`src/rtl/reg_file_pkg.sv`:
```
// rtl/reg_file_pkg.sv - shared constants and types for the scoreboarded register file
// Contents: default DATA_W/ADDR_W values and the clear-sequencer state encoding.
package reg_file_pkg;

  localparam int DATA_W_DEF = 8;
  localparam int ADDR_W_DEF = 3;

  typedef enum logic {
    CLR_IDLE  = 1'b0,
    CLR_SWEEP = 1'b1
  } clr_state_t;

endpackage

```
`src/rtl/reg_file_clr_seq.sv`:
```
// rtl/reg_file_clr_seq.sv - one-entry-per-cycle clear sweep sequencer
// Ports:
//   clk, reset_n            clock, synchronous active-low reset
//   clr_req                 start a sweep (ignored while a sweep is running)
//   clr_busy                high for exactly 2**ADDR_W cycles per sweep
//   sweep_we, sweep_addr    clear strobe and the entry it targets this cycle
module reg_file_clr_seq
  import reg_file_pkg::*;
#(
  parameter int ADDR_W = ADDR_W_DEF
) (
  input  logic              clk,
  input  logic              reset_n,
  input  logic              clr_req,
  output logic              clr_busy,
  output logic              sweep_we,
  output logic [ADDR_W-1:0] sweep_addr
);

  clr_state_t        state;
  logic [ADDR_W-1:0] ptr;

  always_ff @(posedge clk) begin
    if (!reset_n) begin
      state <= CLR_IDLE;
      ptr   <= '0;
    end else begin
      case (state)
        CLR_IDLE: begin
          ptr <= '0;
          if (clr_req) state <= CLR_SWEEP;
        end
        CLR_SWEEP: begin
          // ptr wraps to zero naturally after the all-ones entry.
          ptr <= ptr + 1'b1;
          if (ptr == '1) state <= CLR_IDLE;
        end
        default: begin
          state <= CLR_IDLE;
          ptr   <= '0;
        end
      endcase
    end
  end

  assign clr_busy   = (state == CLR_SWEEP);
  assign sweep_we   = (state == CLR_SWEEP);
  assign sweep_addr = ptr;

endmodule

```
`src/rtl/reg_file_sb.sv`:
```
// rtl/reg_file_sb.sv - 1W/2R register file with write-through bypass, pending scoreboard and clear sweep
// Ports:
//   clk, reset_n              clock, synchronous active-low reset
//   wr_en/wr_addr/wr_data     write port (dropped while clr_busy)
//   rsv_en/rsv_addr           mark an entry pending (dropped while clr_busy)
//   aa/a/a_pend, ba/b/b_pend  combinational read ports with pending bits
//   clr_req, clr_busy, wr_ok  clear sweep control; wr_ok = ~clr_busy
// Build option: define ZERO_REG_EN to hardwire entry 0 to zero.
module reg_file_sb
  import reg_file_pkg::*;
#(
  parameter int DATA_W = DATA_W_DEF,
  parameter int ADDR_W = ADDR_W_DEF
) (
  input  logic              clk,
  input  logic              reset_n,
  input  logic              wr_en,
  input  logic [ADDR_W-1:0] wr_addr,
  input  logic [DATA_W-1:0] wr_data,
  input  logic              rsv_en,
  input  logic [ADDR_W-1:0] rsv_addr,
  input  logic [ADDR_W-1:0] aa,
  input  logic [ADDR_W-1:0] ba,
  output logic [DATA_W-1:0] a,
  output logic [DATA_W-1:0] b,
  output logic              a_pend,
  output logic              b_pend,
  input  logic              clr_req,
  output logic              clr_busy,
  output logic              wr_ok
);

  localparam int DEPTH = 1 << ADDR_W;

  logic [DATA_W-1:0] mem [DEPTH];
  logic [DEPTH-1:0]  pend;

  logic              sweep_we;
  logic [ADDR_W-1:0] sweep_addr;
  logic              wr_fire;
  logic              rsv_fire;

  reg_file_clr_seq #(.ADDR_W(ADDR_W)) u_clr_seq (
    .clk        (clk),
    .reset_n    (reset_n),
    .clr_req    (clr_req),
    .clr_busy   (clr_busy),
    .sweep_we   (sweep_we),
    .sweep_addr (sweep_addr)
  );

  assign wr_ok = ~clr_busy;

`ifdef ZERO_REG_EN
  assign wr_fire  = wr_en  & ~clr_busy & (wr_addr  != '0);
  assign rsv_fire = rsv_en & ~clr_busy & (rsv_addr != '0);
`else
  assign wr_fire  = wr_en  & ~clr_busy;
  assign rsv_fire = rsv_en & ~clr_busy;
`endif

  always_ff @(posedge clk) begin
    if (!reset_n) begin
      for (int i = 0; i < DEPTH; i++) mem[i] <= '0;
      pend <= '0;
    end else if (sweep_we) begin
      mem[sweep_addr]  <= '0;
      pend[sweep_addr] <= 1'b0;
    end else begin
      if (wr_fire) begin
        mem[wr_addr]  <= wr_data;
        pend[wr_addr] <= 1'b0;
      end
      // Reserve after write: a freshly issued producer keeps the entry pending.
      if (rsv_fire) pend[rsv_addr] <= 1'b1;
    end
  end

  always_comb begin
    a = mem[aa];
    if (wr_fire && (wr_addr == aa)) a = wr_data;
`ifdef ZERO_REG_EN
    if (aa == '0) a = '0;
`endif
  end

  always_comb begin
    b = mem[ba];
    if (wr_fire && (wr_addr == ba)) b = wr_data;
`ifdef ZERO_REG_EN
    if (ba == '0) b = '0;
`endif
  end

  assign a_pend = pend[aa];
  assign b_pend = pend[ba];

endmodule

```
`config.mk`:
```
export PLATFORM = sky130hd
export DESIGN_NAME = reg_file_sb
export DESIGN_NICKNAME = d
export VERILOG_FILES = /design/src/rtl/reg_file_pkg.sv /design/src/rtl/reg_file_clr_seq.sv /design/src/rtl/reg_file_sb.sv
export SDC_FILE = /design/constraint.sdc
export NUM_CORES = 1
export LEC_CHECK = 0
export ABC_AREA = 1
export BUFFER_PORTS_ARGS = -buffer_cell sky130_fd_sc_hd__buf_2
export CAP_MARGIN = 20
export CORE_MARGIN = 8
export CORE_UTILIZATION = 56
export CTS_BUF_LIST = sky130_fd_sc_hd__clkbuf_4
export DETAILED_ROUTE_END_ITERATION = 7
export PLACE_DENSITY = 0.84
export SYNTH_ARGS = -nofsm -noshare
export SYNTH_HDL_FRONTEND = slang
export SYNTH_SLANG_ARGS = --single-unit
```
`constraint.sdc`:
```
create_clock -name clk -period 1.5 [get_ports clk]
set_clock_uncertainty 0.05 [all_clocks]
set_input_delay 0.3 -clock clk [delete_from_list [all_inputs] [get_ports clk]]
set_output_delay 0.3 -clock clk [all_outputs]
set_load 0.01 [all_outputs]
```
==> impl_metrics.xml <==
<?xml version="1.0" encoding="UTF-8"?>
<metrics>
  <group name="status">
    <metric name="status" unit="">finished, violations left</metric>
    <metric name="violations_in_the_final_reports" unit="">DRC, setup timing</metric>
  </group>
  <group name="global_routing">
    <metric name="residual_overflow_from_global_routing" unit="">0</metric>
    <metric name="antenna_violations_before_repair" unit="">1</metric>
    <metric name="grt_first_pass_wirelength" unit="um">26410</metric>
    <metric name="met1_usage" unit="">0.3549</metric>
    <metric name="number_of_global_route_vias_before_repair" unit="">5157</metric>
    <metric name="grtUsageTotal" unit="">0.2934</metric>
    <metric name="globalRouteMet3Util" unit="">0.07565</metric>
    <metric name="grt.busiest_layer" unit="">met2</metric>
    <metric name="grt_start_max_net_pins" unit="">24</metric>
    <metric name="gr-usage-met2" unit="">0.4651</metric>
  </group>
  <group name="sta">
    <metric name="grt_setup_unrepaired" unit="">yes</metric>
    <metric name="timing.final.hold_violations" unit="">0</metric>
    <metric name="period_needed" unit="ps">2056</metric>
    <metric name="finalSetupTns" unit="ps">-58950</metric>
    <metric name="postLayoutSetupSlackWorst" unit="ps">-555.6</metric>
    <metric name="post-route-period-util" unit="">1.370</metric>
    <metric name="report.final.setup_viol" unit="">155</metric>
    <metric name="final-max-slew-violation-count" unit="">0</metric>
    <metric name="max_freq" unit="MHz">486.5</metric>
    <metric name="max_slew_margin" unit="">0.6743</metric>
    <metric name="slew_at_the_pin_with_the_worst_max_slew_slack" unit="ps">488.6</metric>
  </group>
  <group name="setup_path">
    <metric name="critical_path_endpoint_category" unit="">output port</metric>
    <metric name="critical_path_class" unit="">reg2out</metric>
    <metric name="highest_fanout_seen_on_the_critical_path" unit="">8</metric>
    <metric name="cp.required" unit="ps">1150</metric>
    <metric name="timing.rr.start" unit="">u_clr_seq.clr_busy$_SDFF_PN0_</metric>
    <metric name="cp_data_arrival_time" unit="ps">1710</metric>
    <metric name="critPathLaunch" unit="">u_clr_seq.clr_busy$_SDFF_PN0_</metric>
    <metric name="worstSetupStartpointType" unit="">register</metric>
  </group>
  <group name="clocking">
    <metric name="cts.sinks" unit="">76</metric>
    <metric name="number_of_buffers_created_by_cts" unit="">9</metric>
    <metric name="cts.reportedPaths.clkPinSlew" unit="ps">150</metric>
    <metric name="tritoncts" unit="">done</metric>
    <metric name="worst_skew_pair_latency" unit="ps">460</metric>
    <metric name="max-clock-path-buffers" unit="">2</metric>
    <metric name="cts_h_tree_depth" unit="">3</metric>
    <metric name="clockRootBuffer" unit="">sky130_fd_sc_hd__clkbuf_4</metric>
    <metric name="hold_buffer_count_at_cts" unit="">0</metric>
  </group>
  <group name="min_path">
    <metric name="hp-start" unit="">clr_req</metric>
    <metric name="worst_hold_path_type" unit="">in2reg</metric>
  </group>
  <group name="place">
    <metric name="globalplace.congestion" unit="">1.065</metric>
    <metric name="place.detailed.hpwl" unit="um">11740</metric>
    <metric name="buffer_ports.inserted" unit="">44</metric>
    <metric name="placed_cells" unit="">886</metric>
  </group>
  <group name="drt">
    <metric name="num_vias" unit="">5568</metric>
    <metric name="first_pass_iters" unit="">8</metric>
    <metric name="initialDrtViolationCount" unit="">1024</metric>
    <metric name="wl" unit="um">18600</metric>
    <metric name="via_per_inst" unit="">6.119</metric>
    <metric name="routed_wl_per_cell" unit="um">20.43</metric>
    <metric name="drt_drc_violations_left" unit="">39</metric>
    <metric name="drt.antenna.violating_nets" unit="">0</metric>
  </group>
  <group name="logic_synthesis">
    <metric name="synth_area_leader_cell" unit="">sky130_fd_sc_hd__edfxtp_1</metric>
    <metric name="synth_enable_flop_cells" unit="">64</metric>
    <metric name="most_frequent_cells_after_synthesis" unit="">sky130_fd_sc_hd__nand2_1, sky130_fd_sc_hd__nand3_1, sky130_fd_sc_hd__nor2_1, sky130_fd_sc_hd__inv_1, sky130_fd_sc_hd__edfxtp_1</metric>
    <metric name="synth-seq-area-share" unit="">0.4495</metric>
    <metric name="synthesis.area" unit="sq mm">0.004810</metric>
    <metric name="synthDominantCellAreaShare" unit="">0.3996</metric>
    <metric name="number_of_flip_flops_and_latches_in_the_synthesized_netlist" unit="">76</metric>
    <metric name="synthFlopType" unit="">sky130_fd_sc_hd__edfxtp_1</metric>
    <metric name="postSynthNetCount" unit="">728</metric>
    <metric name="syn_avg_cell_area" unit="sq um">6.861</metric>
    <metric name="postSynth.asyncResetShare" unit="">0</metric>
    <metric name="netlist_top_cells_area" unit="">sky130_fd_sc_hd__edfxtp_1, sky130_fd_sc_hd__nand2_1, sky130_fd_sc_hd__nand3_1, sky130_fd_sc_hd__nor2_1, sky130_fd_sc_hd__inv_1</metric>
    <metric name="ys.warnings.count" unit="">0</metric>
    <metric name="synthesis.instances" unit="">701</metric>
    <metric name="synth.most_common_cell" unit="">sky130_fd_sc_hd__nand2_1</metric>
    <metric name="synthDistinctLibCells" unit="">22</metric>
  </group>
  <group name="floorplanning">
    <metric name="core_area" unit="sq mm">0.008508</metric>
    <metric name="core.rowCount" unit="">34</metric>
    <metric name="number_of_top_level_design_ports" unit="">45</metric>
    <metric name="design.die.area" unit="sq mm">0.01181</metric>
    <metric name="fp.dieH" unit="um">108.7</metric>
    <metric name="initial_utilization" unit="">0.5653</metric>
    <metric name="die_width" unit="um">108.7</metric>
  </group>
  <group name="flow_run">
    <metric name="drv.max_cap_violation_count" unit="">0</metric>
  </group>
  <group name="layout">
    <metric name="filler_cell_count" unit="">564</metric>
    <metric name="regArea" unit="sq mm">0.002171</metric>
    <metric name="multi_input_area" unit="sq mm">0.002928</metric>
    <metric name="nNetsFinal" unit="">823</metric>
    <metric name="final_cell_count_without_fillers" unit="">910</metric>
    <metric name="layout-drive-gt1-share" unit="">0.3471</metric>
    <metric name="layout-area-overhead-vs-synth" unit="%">40.87</metric>
  </group>
  <group name="power_and_ir_drop">
    <metric name="total_power" unit="W">0.005166</metric>
    <metric name="max-vdd-ir-drop" unit="V">0.0006142</metric>
    <metric name="power_leakage" unit="nW">2.957</metric>
    <metric name="power_density" unit="mW/mm^2">762.5</metric>
  </group>
</metrics>
## final timing paths
check,to,slack (ps),cells after the start
worst max-delay path,a[3],-560,8
worst min-delay path,u_clr_seq.clr_busy$_SDFF_PN0_,50,3
worst max register to register,mem[5][6]$_SDFFCE_PN0P_,-500,10
worst min register to register,pend[4]$_SDFF_PN0_,490,2
## stage by stage
step                hold WS [ps]  cell area (sq um)  setup slack, ps    util
global route               74.12               6775           -612.6  0.7963
detailed placement         438.7               5612           -237.8  0.6596
CTS                        62.77               6305           -523.6  0.7410
global placement           437.9               5612           -216.8  0.6596
floorplan                  397.2               4917            2.302       -
finish                     50.59               6775           -555.6  0.7963
## per-layer routing
layer / wire length, um / vias to the layer above
met5: 0 / -
met4: 1129 / 0
met3: 2213 / 125
met2: 8824 / 478
met1: 6428 / 2541
li1: - / 2424
## sequential cells by signal, indices dropped and copies added, names as in the netlist
| register | count |
|---|---|
| pend | 8 |
| u_clr_seq.sweep_addr | 3 |
| mem | 64 |
| u_clr_seq.clr_busy | 1 |
## power breakdown
group	total [W]	leakage, nW	internal, W	switching (W)
registers	0.00242	0.766	0.00237	0.0000435
clock network	0.00135	0.0736	0.000541	0.000808
logic	0.00140	2.12	0.000530	0.000872
total	0.00517	2.96	0.00344	0.00172
## repair_timing
action	CTS	global route
gates resized for setup	133	101
gates cloned	1	0
buffers inserted	5	4
pin swaps	38	33
endpoints found under the setup margin	147	156
## cells by family (layout without fill, tap and decap cells)
group                    Yosys count  count (layout)  synth area share
AO/OA/AOI/OAI                     31              31           0.03226
adder cells (fa/ha/maj)            2               2          0.005202
buffers and inverters            118             217           0.09963
flip-flops                        76              76            0.4495
other                              0               1                 0
AND/OR/NAND/NOR                  474             475            0.4134
## cell type report
type                    count  share of cell area
multi-input cells         508              0.4321
clock buffers              10             0.01108
inverters                  91             0.05245
diodes                      1           0.0003693
repair buffers            110              0.1531
well taps                 108             0.01994
flip-flops and latches     76              0.3204
clock inverters             6             0.01053
## critical path: stages, from the launching register on
cell and delay [ps]:
sky130_fd_sc_hd__dfxtp_4 390, sky130_fd_sc_hd__nor2_4 110, sky130_fd_sc_hd__nand2_2 80, sky130_fd_sc_hd__nor2_4 150, sky130_fd_sc_hd__nand2_4 110, sky130_fd_sc_hd__inv_6 130
sky130_fd_sc_hd__nand2_1 70, sky130_fd_sc_hd__nand2_1 100, sky130_fd_sc_hd__buf_6 120
## placed cells by master (no fill, tap or decap)
master / count
sky130_fd_sc_hd__nand2_4: 10
sky130_fd_sc_hd__o21ai_0: 1
sky130_fd_sc_hd__nor3_4: 4
sky130_fd_sc_hd__clkinvlp_4: 3
sky130_fd_sc_hd__nand2_2: 28
sky130_fd_sc_hd__buf_12: 11
sky130_fd_sc_hd__buf_4: 35
sky130_fd_sc_hd__a21oi_2: 11
sky130_fd_sc_hd__o21ai_1: 9
sky130_fd_sc_hd__clkinv_1: 3
sky130_fd_sc_hd__nor2_1: 30
sky130_fd_sc_hd__clkbuf_4: 10
sky130_fd_sc_hd__edfxtp_1: 64
sky130_fd_sc_hd__nor2_2: 38
sky130_fd_sc_hd__clkinv_4: 1
sky130_fd_sc_hd__nor2_4: 20
sky130_fd_sc_hd__nand3_1: 110
sky130_fd_sc_hd__dfxtp_4: 1
sky130_fd_sc_hd__dfxtp_2: 4
sky130_fd_sc_hd__buf_6: 23
sky130_fd_sc_hd__buf_2: 32
sky130_fd_sc_hd__nand3_4: 1
sky130_fd_sc_hd__nand4_1: 2
sky130_fd_sc_hd__inv_2: 6
sky130_fd_sc_hd__inv_1: 78
sky130_fd_sc_hd__inv_4: 2
sky130_fd_sc_hd__diode_2: 1
sky130_fd_sc_hd__inv_6: 3
sky130_fd_sc_hd__dfxtp_1: 7
sky130_fd_sc_hd__nand2_1: 207
sky130_fd_sc_hd__a21oi_1: 10
sky130_fd_sc_hd__ha_1: 2
sky130_fd_sc_hd__nand3_2: 8
sky130_fd_sc_hd__buf_8: 9
sky130_fd_sc_hd__nand2_8: 17
sky130_fd_sc_hd__bufinv_16: 1
Note: power is estimated with default switching activity, not from simulation.
